--- src/rtl/csi_rx_pkg.sv ---
// Shared CSI-2 receive definitions: packet-type threshold, header FSM
// states and the header ECC column table (one 6-bit column per data bit).
package csi_rx_pkg;

    // Data types at or above this value are long packets carrying a payload.
    localparam logic [5:0] DT_LONG_MIN = 6'h10;

    typedef enum logic [1:0] {
        ST_IDLE    = 2'd0,
        ST_PAYLOAD = 2'd1,
        ST_DISCARD = 2'd2
    } rx_state_t;

    // ECC contribution of header data bit k. Every column has odd weight (3 or 5),
    // so a single-bit data error never aliases a single-bit ECC error and any
    // double error yields an even-weight syndrome that matches nothing.
    localparam logic [5:0] ECC_COL [0:23] = '{
        6'h07, 6'h0B, 6'h0D, 6'h0E, 6'h13, 6'h15, 6'h16, 6'h19,
        6'h1A, 6'h1C, 6'h23, 6'h25, 6'h26, 6'h29, 6'h2A, 6'h2C,
        6'h31, 6'h32, 6'h34, 6'h38, 6'h1F, 6'h2F, 6'h37, 6'h3B
    };

endpackage

--- src/rtl/csi_rx_hdr_ecc.sv ---
// CSI-2 packet header ECC generator: 24 header data bits in, 8-bit ECC out
// (the two top ECC bits are always zero).
module csi_rx_hdr_ecc
    import csi_rx_pkg::*;
(
    input  logic [23:0] data,
    output logic [7:0]  ecc
);

    // XOR together the table column of every data bit that is set.
    always_comb begin
        ecc = 8'h00;
        for (int k = 0; k < 24; k++) begin
            if (data[k]) begin
                ecc[5:0] = ecc[5:0] ^ ECC_COL[k];
            end
        end
    end

endmodule

--- src/rtl/csi_rx_hdr_ctrl.sv ---
// CSI-2 receive header controller: two-stage pipeline that checks and
// corrects packet headers, tracks the payload length of long packets,
// forwards payload words and counts corrected/uncorrectable headers.
module csi_rx_hdr_ctrl
    import csi_rx_pkg::*;
(
    input  logic        clk,
    input  logic        srst_n,
    input  logic        in_valid,
    input  logic        in_sof,
    input  logic [31:0] in_data,
    input  logic        cnt_clr,
    output logic        hdr_valid,
    output logic [1:0]  hdr_vc,
    output logic [5:0]  hdr_dt,
    output logic [15:0] hdr_wc,
    output logic        hdr_corrected,
    output logic        hdr_err,
    output logic        trunc_err,
    output logic        pl_valid,
    output logic [31:0] pl_data,
    output logic        pl_last,
    output logic [15:0] corr_cnt,
    output logic [15:0] uncorr_cnt
);

    logic        s1_valid;
    logic        s1_sof;
    logic [31:0] s1_data;
    logic [7:0]  ecc_calc;
    logic [5:0]  syndrome;
    logic [23:0] fixed_hdr;
    logic        hdr_ok;
    logic        hdr_fix;
    logic [16:0] rem_calc;
    logic        corr_evt;
    logic        uncorr_evt;
    logic        unused_bits;
    rx_state_t   state;
    logic [15:0] remaining;

    csi_rx_hdr_ecc u_ecc (
        .data (s1_data[23:0]),
        .ecc  (ecc_calc)
    );

    assign syndrome    = ecc_calc[5:0] ^ s1_data[29:24];
    assign unused_bits = ^{ecc_calc[7:6], s1_data[31:30]};

    // Payload words to expect = ceil((WC + 2 CRC bytes) / 4), done in 17 bits.
    assign rem_calc = {1'b0, fixed_hdr[23:8]} + 17'd5;

    assign corr_evt   = s1_valid & s1_sof & hdr_ok & hdr_fix;
    assign uncorr_evt = s1_valid & s1_sof & ~hdr_ok;

    // Classify the stage-1 syndrome and repair a single flipped data bit.
    always_comb begin
        fixed_hdr = s1_data[23:0];
        hdr_ok    = 1'b0;
        hdr_fix   = 1'b0;
        if (syndrome == 6'd0) begin
            hdr_ok = 1'b1;
        end else if ($onehot(syndrome)) begin
            hdr_ok  = 1'b1;
            hdr_fix = 1'b1;
        end else begin
            for (int k = 0; k < 24; k++) begin
                if (syndrome == ECC_COL[k]) begin
                    fixed_hdr[k] = ~s1_data[k];
                    hdr_ok       = 1'b1;
                    hdr_fix      = 1'b1;
                end
            end
        end
    end

    // Stage 1: register the incoming word unchanged.
    always_ff @(posedge clk) begin
        if (!srst_n) begin
            s1_valid <= 1'b0;
            s1_sof   <= 1'b0;
            s1_data  <= 32'h0;
        end else begin
            s1_valid <= in_valid;
            s1_sof   <= in_sof;
            s1_data  <= in_data;
        end
    end

    // Stage 2: packet FSM and registered outputs; a header always wins over payload.
    always_ff @(posedge clk) begin
        if (!srst_n) begin
            state         <= ST_IDLE;
            remaining     <= 16'h0;
            hdr_valid     <= 1'b0;
            hdr_vc        <= 2'h0;
            hdr_dt        <= 6'h0;
            hdr_wc        <= 16'h0;
            hdr_corrected <= 1'b0;
            hdr_err       <= 1'b0;
            trunc_err     <= 1'b0;
            pl_valid      <= 1'b0;
            pl_data       <= 32'h0;
            pl_last       <= 1'b0;
        end else begin
            hdr_valid     <= 1'b0;
            hdr_corrected <= 1'b0;
            hdr_err       <= 1'b0;
            trunc_err     <= 1'b0;
            pl_valid      <= 1'b0;
            pl_last       <= 1'b0;
            if (s1_valid) begin
                if (s1_sof) begin
                    trunc_err <= (state == ST_PAYLOAD);
                    if (hdr_ok) begin
                        hdr_valid     <= 1'b1;
                        hdr_corrected <= hdr_fix;
                        hdr_vc        <= fixed_hdr[7:6];
                        hdr_dt        <= fixed_hdr[5:0];
                        hdr_wc        <= fixed_hdr[23:8];
                        if (fixed_hdr[5:0] >= DT_LONG_MIN) begin
                            remaining <= {1'b0, rem_calc[16:2]};
                            state     <= ST_PAYLOAD;
                        end else begin
                            remaining <= 16'h0;
                            state     <= ST_IDLE;
                        end
                    end else begin
                        hdr_err   <= 1'b1;
                        remaining <= 16'h0;
                        state     <= ST_DISCARD;
                    end
                end else if (state == ST_PAYLOAD) begin
                    pl_valid  <= 1'b1;
                    pl_data   <= s1_data;
                    remaining <= remaining - 16'd1;
                    if (remaining == 16'd1) begin
                        pl_last <= 1'b1;
                        state   <= ST_IDLE;
                    end
                end
            end
        end
    end

    // Saturating header error counters; a clear beats a same-cycle increment.
    always_ff @(posedge clk) begin
        if (!srst_n || cnt_clr) begin
            corr_cnt   <= 16'h0;
            uncorr_cnt <= 16'h0;
        end else begin
            if (corr_evt && corr_cnt != 16'hFFFF) begin
                corr_cnt <= corr_cnt + 16'd1;
            end
            if (uncorr_evt && uncorr_cnt != 16'hFFFF) begin
                uncorr_cnt <= uncorr_cnt + 16'd1;
            end
        end
    end

endmodule

--- config.mk ---
export PLATFORM = sky130hd
export DESIGN_NAME = csi_rx_hdr_ctrl
export DESIGN_NICKNAME = d
export VERILOG_FILES = /design/src/rtl/csi_rx_pkg.sv /design/src/rtl/csi_rx_hdr_ecc.sv /design/src/rtl/csi_rx_hdr_ctrl.sv
export SDC_FILE = /design/constraint.sdc
export NUM_CORES = 1
export LEC_CHECK = 0
export ABC_CLOCK_PERIOD_IN_PS = 5040
export BUFFER_PORTS_ARGS = -buffer_cell sky130_fd_sc_hd__buf_4
export CAP_MARGIN = 20
export CORE_UTILIZATION = 30
export DETAILED_ROUTE_END_ITERATION = 6
export PLACE_DENSITY_LB_ADDON = 0.1
export SYNTH_ARGS = -nofsm -noshare
export SYNTH_HDL_FRONTEND = slang
export SYNTH_SLANG_ARGS = --single-unit
--- constraint.sdc ---
create_clock -name clk -period 5.04 [get_ports clk]
set_input_delay 0.756 -clock clk [delete_from_list [all_inputs] [get_ports clk]]
set_output_delay 0.756 -clock clk [all_outputs]
set_load 0.02 [all_outputs]
* Word level (Yosys, flattened, before mapping) *
Cells that the tools add are included.

word-level totals
  bits of input ports = 37
  output and inout port bits = 94
  register bits after elaboration = 146

operators by class
  add/sub/neg operators = 9
  mux-type cells = 90
  order comparisons = 1
  equality and inequality tests = 29
  bitwise logic cells = 57
  reduce and logical (&&, ||, !) cells = 15

operators by type and width
  operator                                                                 count
  6-bit equality test (second input constant)                              13
  6-bit two-way mux                                                        13
  1-bit two-way mux                                                        56
  16-bit two-way mux                                                       3
  24-bit two-way mux                                                       2
  3-bit inverter                                                           16
  6-bit by 5-bit equality test with 1-bit output (second input constant)   7
  5-bit two-way mux                                                        7
  16-bit by 1-bit adder with 16-bit output (second input constant)         2
  16-bit != test (second input constant)                                   2
  1-bit inverter                                                           29
  5-bit inverter                                                           4
  6-bit by 4-bit equality test with 1-bit output (second input constant)   3
  16-bit by 3-bit adder with 17-bit output (second input constant)         1
  16-bit by 1-bit equality test with 1-bit output (second input constant)  1
  16-bit by 1-bit subtractor with 16-bit output (second input constant)    1
  15-bit two-way mux                                                       1
  4-bit two-way mux                                                        3
  3-bit AND reduction                                                      4
  2-bit inverter with 3-bit output                                         3
  2-bit two-way mux                                                        4
  1-bit by 1-bit adder with 2-bit output                                   3
  6-bit by 3-bit equality test with 1-bit output (second input constant)   1
  6-bit by 5-bit >= comparator with 1-bit output (second input constant)   1
  16 further kinds                                                         21

* Depth between registers and ports, before layout *
Gate-level depths: netlist of the first run.

  depth after elaboration = 78
  depth in mapped cells = 22

* Cells and area by module *
A second synthesis of the first run with hierarchy kept.

unflattened totals
  cells, all modules = 843
  area total of the unflattened synthesis = 7265.7 um2

modules (own cells, without submodules)
  module           cells each  area an instance (um2)  sequential area each (um2)  instances
  csi_rx_hdr_ctrl  803         6751.5                  2922.8                      1
  csi_rx_hdr_ecc   40          514.2                   0.0                         1

* Least setup slack after synthesis of the first run *
OpenSTA, ideal clock, no wires.

  path kind = register to register
  start = reg s1_data[20]
  end = reg remaining[11]
  path slack = -237 ps
  path buffers = 0
  setup time = 66 ps
  stages on the path, launching flop included = 22
  required time = 4974 ps
  clock period less this slack = 5277 ps
  arrival time = 5211 ps
  cells stage by stage = dfxtp_1 -> xor2_1 -> xnor3_1 -> xnor2_2 -> xor2_2 -> ha_1 -> inv_1 -> ha_1 -> fa_1 -> ha_1 -> fa_1 -> nor2_1 -> nand2_1 -> nand2_1 -> nor3_1 -> a22o_1 -> a32o_1 -> o221a_2 -> o211ai_4 -> o41a_1 -> or3b_1 -> a2bb2oi_2

between the ends
  longest elaborated chain between the ends = 37
  elaborated cells on any way between the ends = 93

ends and longest elaborated chain
  item                                            RTL line                source
  start, declared                                 csi_rx_hdr_ctrl.sv:29   logic [31:0] s1_data;
  start signal, assigned                          csi_rx_hdr_ctrl.sv:86   s1_data <= in_data;
  5-bit two-way mux                               csi_rx_hdr_ecc.sv:14    if (data[k]) begin
  5-bit inverter (no source line)                 -
  6-bit two-way mux                               csi_rx_hdr_ecc.sv:14
  5-bit inverter (no source line)                 -
  6-bit two-way mux                               csi_rx_hdr_ecc.sv:14
  5-bit inverter (no source line)                 -
  6-bit two-way mux                               csi_rx_hdr_ecc.sv:14
  6-bit bitwise XOR                               csi_rx_hdr_ctrl.sv:47   assign syndrome = ecc_calc[5:0] ^ s1_data[29:24];
  6-bit by 3-bit equality test with 1-bit output  csi_rx_hdr_ctrl.sv:68   if (syndrome == ECC_COL[k]) begin
  1-bit two-way mux (24 in series)                csi_rx_hdr_ctrl.sv:68
  1-bit two-way mux                               csi_rx_hdr_ctrl.sv:63   end else if ($onehot(syndrome)) begin
  1-bit two-way mux                               csi_rx_hdr_ctrl.sv:61   if (syndrome == 6'd0) begin
  16-bit two-way mux (*)                          csi_rx_hdr_ctrl.sv:115  if (hdr_ok) begin
  16-bit two-way mux (*)                          csi_rx_hdr_ctrl.sv:113  if (s1_sof) begin
  end signal, assigned                            csi_rx_hdr_ctrl.sv:122  remaining <= {1'b0, rem_calc[16:2]};
  end signal, assigned                            csi_rx_hdr_ctrl.sv:136  remaining <= remaining - 16'd1;
  end, declared                                   csi_rx_hdr_ctrl.sv:40   logic [15:0] remaining;

Mark *: on every way between the ends. The rest lies on a longest branch, timed or not.
A chain may end at the register's enable or synchronous reset.

* Worst setup path after layout of the first run *
  start = reg s1_data[0]
  end = reg remaining[11]

between the ends
  longest elaborated chain between the ends = 67
  elaborated cells on any way between the ends = 131

ends and longest elaborated chain
  item                                                                  RTL line
  3-bit two-way mux                                                     csi_rx_hdr_ecc.sv:14
  2-bit inverter with 3-bit output (no source line)                     -
  4-bit two-way mux                                                     csi_rx_hdr_ecc.sv:14
  3-bit inverter (no source line) or 4-bit two-way mux (tied branches)  -
  4-bit two-way mux or 3-bit inverter (tied branches)                   -
  4-bit two-way mux                                                     csi_rx_hdr_ecc.sv:14
  2-bit inverter with 3-bit output (no source line)                     -
  5-bit two-way mux                                                     csi_rx_hdr_ecc.sv:14
  (+28 left out)                                                        -
  6-bit two-way mux                                                     csi_rx_hdr_ecc.sv:14
  6-bit bitwise XOR                                                     csi_rx_hdr_ctrl.sv:47
  6-bit by 3-bit equality test with 1-bit output                        csi_rx_hdr_ctrl.sv:68
  1-bit two-way mux (24 in series)                                      csi_rx_hdr_ctrl.sv:68
  1-bit two-way mux                                                     csi_rx_hdr_ctrl.sv:63
  1-bit two-way mux                                                     csi_rx_hdr_ctrl.sv:61
  16-bit two-way mux (*)                                                csi_rx_hdr_ctrl.sv:115
  16-bit two-way mux (*)                                                csi_rx_hdr_ctrl.sv:113

Marked as above.

==> run_results.csv, run 1 <==
group,metric,value,unit
power_and_ir_drop,powerDensity,527,mW/mm^2
die,core_area,0.0243,sq mm
routing,routed_wl,22.7,mm
sta,period_needed,4950,ps
synth,syn_area,0.00742,sq mm
synth,seq_area_frac_synth,0.394,
setup_path,path_delay_family,"adder cells",
synth,synth_edf_count,0,
synth,synthTopCellsByCount,"146 x dfxtp_1, 117 x nand2_1, 95 x nor2_1",
setup_path,cp_slowest_stage_delay,450,ps
placement,gp_congestion,0.837,
sta,setup_tns,0,ps
routing,vias,6633,
routing,drc,2,
placement,hpwl,16.8,mm
finish,n_antenna_cell,0,
cts,clkSlewWorstSetupHoldPaths,60,ps
synth,synth_top_area_share,0.394,
cts,numCtsBuffers,17,
setup_path,cp-start-kind,"flop",
power_and_ir_drop,p_leak,4.06,nW
die,die_w,159,microns
synth,synth.most_common_cell,"dfxtp_1",
die,dieHeight,159,microns
sta,skew,11.2,ps
routing,avgViaCountPerCell,4.78,
routing,drtPass1Iterations,7,
global_route,grt_max_degree,53,
global_route,grt.overflow.total,0,
global_route,grt_pass1_vias,6419,
flow_run,cap_violations,0,
synth,yosys.area.top_type,"dfxtp_1",
cts,cts_htree_levels,4,
setup_path,worstPathMaxFanout,6,
die,rows,57,
cts,insertion_delay,430,ps
setup_path,end_kind,"flop",
setup_path,cp_data_required_time,5400,ps
synth,avgSynthCellArea,8.64,sq um
sta,relSlewSlack,0.468,
finish,final_area,0.0102,sq mm
synth,syn-instance-count,859,
sta,setup_viol,0,
placement,port_buffers,130,
synth,synth_fp_nets,906,
setup_path,cp.buffers_inverters,1,
sta,worst_slew_pin_slew,790,ps
finish,seqCellArea,0.00293,sq mm
synth,synth_flop_cell,"dfxtp_1",
finish,synthToLayoutAreaGrowth,37.4,%
cts,clockBufferDepth,2,
run_status,violations,"design-rule violations",
sta,min_period_over_period,0.982,
synth,yosysWarnings,0,
routing,ant_nets,0,
global_route,grt_pass1_wl,35.7,mm
synth,ys_types,78,
power_and_ir_drop,worst_ir_drop_vdd,0.353,mV
die,design.die.area,0.0254,sq mm
placement,pre_cts_ws,-166,ps
setup_path,cp_cell_sequence,"xnor2_2 -> xnor3_1 -> xnor2_2 -> xor2_2 -> ha_1 -> inv_2 -> ha_4 -> fa_1 -> ha_2 -> fa_1 -> nor2_2 -> nand2_4 -> nand2_4 -> nor3_4 -> o22ai_2 -> a32o_2 -> o221a_4 -> o211ai_4 -> o41a_1 -> or3b_1 -> a2bb2oi_2",
die,ios,131,
sta,layout_setup_ws,89.9,ps
cts,cts_sinks,146,
synth,synth.area.top_cells,"dfxtp_1 39%, xnor2_1 6.0%, nand2_1 5.9%",
routing,wl_per_cell,16.4,microns
global_route,grt_use_total,0.180,
run_status,status,"complete, but fails checks",
finish,nFillCells,2435,
setup_path,path_class,"flop to flop",
synth,ys_ff_latch,146,
sta,rsz0062_at_grt,"yes",
finish,multiInputGateArea,0.00452,sq mm
worst_hold_path,holdCritPathClass,"flop to flop",
finish,layout.nets,1098,
finish,drive_above_1_share,0.309,
sta,maxSlewViolCount,0,
cts,cts_tree,"built",
sta,fmax,202,MHz
synth,async_reset_ff_frac,0,
routing,drt_iter0_drc,375,
sta,hold_viol_final,0,
setup_path,worstPathArrival,5310,ps
die,start_util,0.305,
sta,whs,435,ps
cts,cts_root_buffer,"clkbuf_16",
global_route,antenna_found_initial,0,
setup_path,crit_slowest_cell,"xnor3_1",
placement,post_dp_cell_area,0.00924,sq mm
==> area by class of cell <==
type / count / area share
multi-input combinational: 653 / 0.444
sequential: 146 / 0.288
inverter: 16 / 0.00638
tap: 324 / 0.0398
clock buffer: 18 / 0.0421
timing repair buffer: 217 / 0.163
clock inverter: 14 / 0.0176
==> worst paths after layout <==
kind	slack, ps	depth (start not counted)	to	start
setup / recovery	90	21	remaining[11]	s1_data[0]
setup reg to reg	90	21	remaining[11]	s1_data[0]
hold / removal	430	2	pl_data[31]	s1_data[31]
hold reg to reg	430	2	pl_data[31]	s1_data[31]
==> through the flow <==
step | utilization | total power, mW | cells
2_1_floorplan | - | 2.80 | 859
3_3_place_gp | 0.380 | 3.62 | 1345
3_5_place_dp | 0.380 | 3.62 | 1345
4_1_cts | 0.409 | 5.08 | 1381
5_1_grt | 0.419 | 5.68 | 1388
6_report | 0.419 | 5.38 | 1388
==> registers in the layout, indices dropped and copies added, names as in the netlist <==
| register | flops |
|---|---|
| state | 2 |
| pl_data | 32 |
| uncorr_cnt | 16 |
| hdr_corrected | 1 |
| s1_valid | 1 |
| corr_cnt | 16 |
| s1_sof | 1 |
| hdr_wc | 16 |
| hdr_err | 1 |
| trunc_err | 1 |
| remaining | 16 |
| pl_last | 1 |
| hdr_vc | 2 |
| hdr_dt | 6 |
| hdr_valid | 1 |
| s1_data | 32 |
| pl_valid | 1 |
==> logic make-up (layout without fill, tap and decap cells) <==
kind of cell | after synthesis | count (layout) | synth area share
AOI/OAI and AO/OA | 154 | 154 | 0.139
xor gates and xnor gates | 100 | 100 | 0.152
adders and majority gates | 10 | 10 | 0.0189
buffers and inverters | 60 | 265 | 0.0357
DFF | 146 | 146 | 0.394
muxes | 8 | 8 | 0.0108
and+or+nand+nor | 381 | 381 | 0.250
==> metal layers <==
layer  vias up  GRT usage  wire length (microns)
li1       3362          -                      -
met1      3098      0.254                  11300
met2       150      0.274                  10100
met3        23     0.0393                    954
met4         0     0.0529                    327
met5         -          0                      0
==> power breakdown <==
part           switching (mW)  internal (mW)  leakage, nW
logic                    1.55           1.20         2.59
clock network           0.542          0.787        0.281
registers              0.0589           1.23         1.19
total                    2.15           3.22         4.06
==> tightest hold or removal path, stage by stage, from the launching register on <==
cell	delay, ps
dfxtp_1	300
nand2_1	50
a21oi_1	50
==> cells in the final DEF (no fill, tap or decap), types with 4 or more instances in the layout <==
master      count
nand3_2         4
xor2_1         25
mux2i_1         8
or3_1          12
nand2_1       113
nand4_1         8
o21ai_0        26
dfxtp_1       140
nand3_1        18
xnor2_2         8
xnor2_1        49
a21oi_1        54
buf_4         213
and2_1         41
clkinvlp_4      5
nor3_1         29
clkbuf_16      17
nor2_1         93
and3_1         10
o211ai_1        6
nand2_4         4
a31oi_1         5
or2_2           4
nor4_2          4
a211oi_1       21
xnor3_1         8
inv_1          13
nor4_1          4
or4_1           4
dfxtp_2         5
nor3_2          4
ha_1            6
==> timing repair <==
item	CTS	global route
hold buffers	0	0
pin swaps	4	16
resized for setup	17	37
endpoints found under the hold margin	0	0
setup buffers	4	8
endpoints found under the setup margin	8	34
gates cloned	0	0
No activity file was read; power rests on OpenSTA's default activity.
==> inputs of run 2 (changes only) <==
--- a/config.mk
+++ b/config.mk
@@ -6,7 +6,7 @@
 export NUM_CORES = 1
 export LEC_CHECK = 0
 export ABC_CLOCK_PERIOD_IN_PS = 5040
-export BUFFER_PORTS_ARGS = -buffer_cell sky130_fd_sc_hd__buf_4
+export BUFFER_PORTS_ARGS = -buffer_cell sky130_fd_sc_hd__buf_2
 export CAP_MARGIN = 20
 export CORE_UTILIZATION = 30
 export DETAILED_ROUTE_END_ITERATION = 6
==> run_results.csv, run 2 (synthesis gave the netlist of run 1 again) <==
group,metric,value,unit
die,start_util,0.305,
setup_path,cp_cell_sequence,"xnor3_1 -> xnor2_2 -> xor2_2 -> ha_1 -> inv_2 -> ha_4 -> fa_1 -> ha_2 -> fa_1 -> nor2_4 -> and2_4 -> buf_6 -> nor3_4 -> nand3_2 -> xor2_2 -> or3_4 -> nor4_4 -> buf_4 -> a31oi_1 -> nor2_1",
worst_hold_path,holdCritPathClass,"flop to flop",
cts,cts_htree_levels,4,
setup_path,path_class,"flop to flop",
sta,setup_viol,0,
finish,final_common_cell,"dfxtp_1",
sta,setup_tns,0,ps
placement,port_buffers,130,
sta,period_needed,4930,ps
setup_path,cp-start-kind,"flop",
die,die_w,159,microns
finish,n_antenna_cell,0,
sta,hold_viol_final,0,
setup_path,worstPathArrival,5290,ps
power_and_ir_drop,powerDensity,555,mW/mm^2
finish,final_cell_mix,"136 x dfxtp_1, 130 x buf_2, 114 x nand2_1",
finish,nFillCells,2484,
cts,clockBufferDepth,2,
routing,avgViaCountPerCell,4.76,
routing,drt_iter0_drc,352,
power_and_ir_drop,total_power,5.51,mW
setup_path,worstPathMaxFanout,4,
setup_path,cp_data_required_time,5400,ps
run_status,status,"finished, final reports clean",
sta,worst_slew_pin_slew,788,ps
sta,whs,441,ps
die,rows,57,
setup_path,cp.depth,20,
die,core_area,0.0243,sq mm
global_route,grt.overflow.total,0,
routing,vias,6615,
cts,cts_sinks,146,
cts,cts_hold_buf,0,
routing,drtPass1Iterations,5,
sta,rsz0062_at_grt,"yes",
sta,skew,17.7,ps
placement,gp_congestion,0.847,
finish,largest_registers,"pl_data: 32 flops, s1_data: 32 flops",
sta,fmax,203,MHz
sta,min_period_over_period,0.978,
routing,routed_wl,23.1,mm
cts,insertion_delay,430,ps
die,ios,131,
die,design.die.area,0.0254,sq mm
finish,utilization,0.408,
setup_path,r2r_cells,20,
global_route,grt_max_degree,46,
finish,layout.nets,1102,
flow_run,cap_violations,0,
routing,drc,0,
setup_path,cp_slowest_stage_delay,520,ps
global_route,grt_pass1_vias,6562,
finish,drive_above_1_share,0.317,
cts,clkSlewWorstSetupHoldPaths,70,ps
routing,ant_nets,0,
worst_hold_path,whs_path_depth,2,
sta,maxSlewViolCount,0,
setup_path,crit_slowest_cell,"fa_1",
cts,cts_tree,"built",
global_route,antenna_found_initial,0,
placement,post_dp_cell_area,0.00895,sq mm
setup_path,end_kind,"flop",
setup_path,path_delay_family,"adder cells",
finish,synthToLayoutAreaGrowth,33.8,%
finish,final_area,0.00993,sq mm
cts,numCtsBuffers,17,
global_route,grt_use_total,0.185,
routing,wl_per_cell,16.6,microns
global_route,grt_pass1_wl,36.7,mm
placement,hpwl,17.0,mm
die,dieHeight,159,microns
power_and_ir_drop,worst_ir_drop_vdd,0.360,mV
cts,cts_root_buffer,"clkbuf_16",
power_and_ir_drop,p_leak,4.08,nW
setup_path,cp.buffers_inverters,3,
sta,relSlewSlack,0.469,
[run 2: cell types whose count changed in the layout (fill, tap and decap cells not counted), moves of 2 or more]
cell        before  now
xnor2_2          8   11
dfxtp_1        140  136
bufinv_16        3    5
xnor2_1         49   46
buf_2            0  130
xor2_2           2    5
clkinvlp_4       5    2
nand3_1         18   20
dfxtp_2          5    8
buf_4          213   89
xor2_4           2    0
[run 2: stage by stage]
stage,setup WS [ps],instances
floorplan,-73.1,859
global placement,-16.5,1352
detailed placement,-64.2,1352
CTS,30.9,1387
global route,-94.9,1391
finish,109,1391
[run 2: area by class of cell]
| cell class | count | area, sq um | share of cell area |
|---|---|---|---|
| repair buffers | 221 | 1350 | 0.136 |
| clock inverters | 12 | 205 | 0.0207 |
| flip-flops and latches | 146 | 2940 | 0.296 |
| multi-input cells | 653 | 4520 | 0.455 |
| clock buffers | 19 | 443 | 0.0446 |
| well taps | 324 | 405 | 0.0408 |
| inverters | 16 | 65.1 | 0.00655 |
[run 2: power breakdown]
group          total [mW]  switching, mW  internal (mW)
registers            1.29         0.0568           1.23
logic                2.80           1.60           1.20
clock network        1.41          0.522          0.893
[run 2: final timing paths]
check	slack (ps)	to	from
worst max register to register	110	remaining[14]	s1_data[14]
worst max-delay path	110	remaining[14]	s1_data[14]
worst min-delay path	440	pl_data[30]	s1_data[30]
worst min register to register	440	pl_data[30]	s1_data[30]
[run 2: worst min-delay path, delay by kind of cell (launching register included)]
family | cells | cell delay, ps
flip-flops | 1 | 300
AND/OR/NAND/NOR | 1 | 50
AO/OA/AOI/OAI | 1 | 50
[run 2: layer usage]
layer,GRT usage,vias up,share of wire
met1,0.258,3118,0.50
met5,0,-,0
met3,0.0331,11,0.035
met4,0.0476,0,0.0064
li1,-,3363,-
met2,0.296,123,0.46
[run 2: what timing repair did]
action                                  4_1_cts  5_1_grt
endpoints found under the setup margin        2       44
pin swaps                                     4       19
setup buffers                                 4        4
endpoints found under the hold margin         0        0
resized for setup                            16       42
==> inputs of run 3 (changes only) <==
--- a/config.mk
+++ b/config.mk
@@ -11,6 +11,7 @@
 export CORE_UTILIZATION = 30
 export DETAILED_ROUTE_END_ITERATION = 6
 export PLACE_DENSITY_LB_ADDON = 0.1
+export SETUP_SLACK_MARGIN = 0.4
 export SYNTH_ARGS = -nofsm -noshare
 export SYNTH_HDL_FRONTEND = slang
 export SYNTH_SLANG_ARGS = --single-unit
==> run_results.csv, run 3 (synthesis gave the netlist of run 1 again) <==
group,metric,value,unit
routing,wl_per_cell,17.3,microns
sta,rsz0062_at_grt,"yes",
cts,insertion_delay,430,ps
finish,drive_above_1_share,0.411,
setup_path,r2r_cells,18,
setup_path,cp-start-kind,"flop",
finish,final_area,0.0110,sq mm
sta,hold_viol_final,0,
die,die_w,159,microns
cts,clkSlewWorstSetupHoldPaths,70,ps
die,dieHeight,159,microns
sta,worst_slew_pin_slew,863,ps
finish,fin_cells,1422,
placement,post_dp_cell_area,0.00907,sq mm
die,rows,57,
die,core_area,0.0243,sq mm
sta,setup_tns,0,ps
finish,final_common_cell,"dfxtp_1",
sta,period_needed,4990,ps
sta,setup_viol,0,
run_status,status,"finished, final reports clean",
routing,vias,6885,
global_route,grt_pass1_wl,36.9,mm
placement,port_buffers,130,
sta,relSlewSlack,0.424,
cts,cts_sinks,146,
finish,utilization,0.451,
routing,drc,0,
flow_run,cap_violations,0,
finish,n_antenna_cell,0,
sta,layout_setup_ws,49.1,ps
power_and_ir_drop,p_leak,4.55,nW
setup_path,end_kind,"flop",
finish,final_cell_mix,"138 x dfxtp_1, 130 x buf_2, 114 x nand2_1",
placement,hpwl,17.0,mm
routing,routed_wl,24.6,mm
global_route,antenna_found_initial,0,
power_and_ir_drop,worst_ir_drop_vdd,0.522,mV
finish,nFillCells,2386,
die,start_util,0.305,
finish,layout.nets,1132,
global_route,grt.overflow.total,0,
sta,maxSlewViolCount,0,
routing,avgViaCountPerCell,4.84,
sta,skew,17.2,ps
worst_hold_path,whs_path_depth,2,
cts,cts_root_buffer,"clkbuf_16",
setup_path,worstPathArrival,5360,ps
setup_path,worstPathMaxFanout,6,
routing,drtPass1Iterations,5,
routing,drt_iter0_drc,265,
placement,dp_cells,1351,
placement,pre_cts_ws,-138,ps
global_route,grt_pass1_vias,6539,
die,design.die.area,0.0254,sq mm
routing,ant_nets,0,
finish,synthToLayoutAreaGrowth,47.8,%
cts,numCtsBuffers,17,
global_route,grt_use_total,0.187,
cts,clockBufferDepth,2,
cts,cts_tree,"built",
sta,fmax,200,MHz
sta,min_period_over_period,0.990,
placement,gp_congestion,0.848,
worst_hold_path,holdCritPathClass,"flop to flop",
cts,cts_htree_levels,4,
setup_path,cp_data_required_time,5410,ps
die,ios,131,
finish,largest_registers,"pl_data: 32 flops, s1_data: 32 flops",
setup_path,path_class,"flop to flop",
global_route,grt_max_degree,47,
power_and_ir_drop,powerDensity,574,mW/mm^2
==> run 3: cell count changes in the layout (fill, tap and decap cells not counted), moves of 6 or more <==
cell | before | now
nor2_1 | 93 | 70
o21ai_0 | 25 | 17
a211oi_2 | 0 | 18
or3_4 | 2 | 8
buf_6 | 1 | 20
nor2_4 | 1 | 22
nor3_4 | 4 | 18
a21oi_2 | 1 | 7
a21oi_1 | 54 | 46
nor3_1 | 28 | 14
a211oi_1 | 21 | 3
==> run 3: power by group <==
part	total (mW)	internal, mW	switching, mW
clock	1.31	0.747	0.561
combinational	3.67	1.75	1.92
sequential	1.32	1.23	0.0806
==> run 3: layer usage <==
| metal | track usage | up-vias | share of wire | wire (microns) |
|---|---|---|---|---|
| li1 | - | 3432 | - | - |
| met4 | 0.0603 | 0 | 0.016 | 393 |
| met3 | 0.0357 | 23 | 0.045 | 1100 |
| met2 | 0.291 | 155 | 0.46 | 11400 |
| met1 | 0.261 | 3275 | 0.48 | 11700 |
| met5 | 0 | - | 0 | 0 |
==> run 3: timing repair <==
item,4_1_cts,5_1_grt
endpoints found under the setup margin,69,73
hold buffers,0,0
setup buffers,13,17
pin swaps,16,54
gates cloned,1,8
hold endpoints to repair,0,0
resized for setup,60,137
==> run 3: worst paths after layout <==
kind                                  start  slack, ps       endpoint
worst max-delay path             s1_data[8]         50  remaining[11]
worst max register to register   s1_data[8]         50  remaining[11]
worst min-delay path            s1_data[31]        440    pl_data[31]
worst min register to register  s1_data[31]        440    pl_data[31]
==> run 3: worst max-delay path: stages (launching register included) <==
cell       delay, ps
dfxtp_1          360
xor2_2           200
buf_4            140
xnor2_1          270
xnor3_1          480
or2_2            300
nand2_1          100
fa_1             400
ha_2             190
fa_1             530
nor2_4            60
nand2_4          130
nand2_4           80
or4_4            470
xnor2_4          210
o211ai_4         150
o41a_1           350
or3b_1           370
a2bb2oi_2        130
==> run 3: area by class of cell <==
class | instances | area, sq um | area share
inverter | 16 | 65.1 | 0.00593
sequential | 146 | 2940 | 0.268
tap | 324 | 405 | 0.0370
clock inverter | 14 | 169 | 0.0154
multi-input combinational | 654 | 5170 | 0.472
timing repair buffer | 250 | 1790 | 0.163
clock buffer | 18 | 429 | 0.0391
==> run 3: stage by stage <==
stage	total power, mW	hold slack [ps]
4_1_cts	5.60	436
6_report	6.29	436
3_5_place_dp	3.75	425
2_1_floorplan	2.94	417
5_1_grt	6.65	470
3_3_place_gp	3.77	423
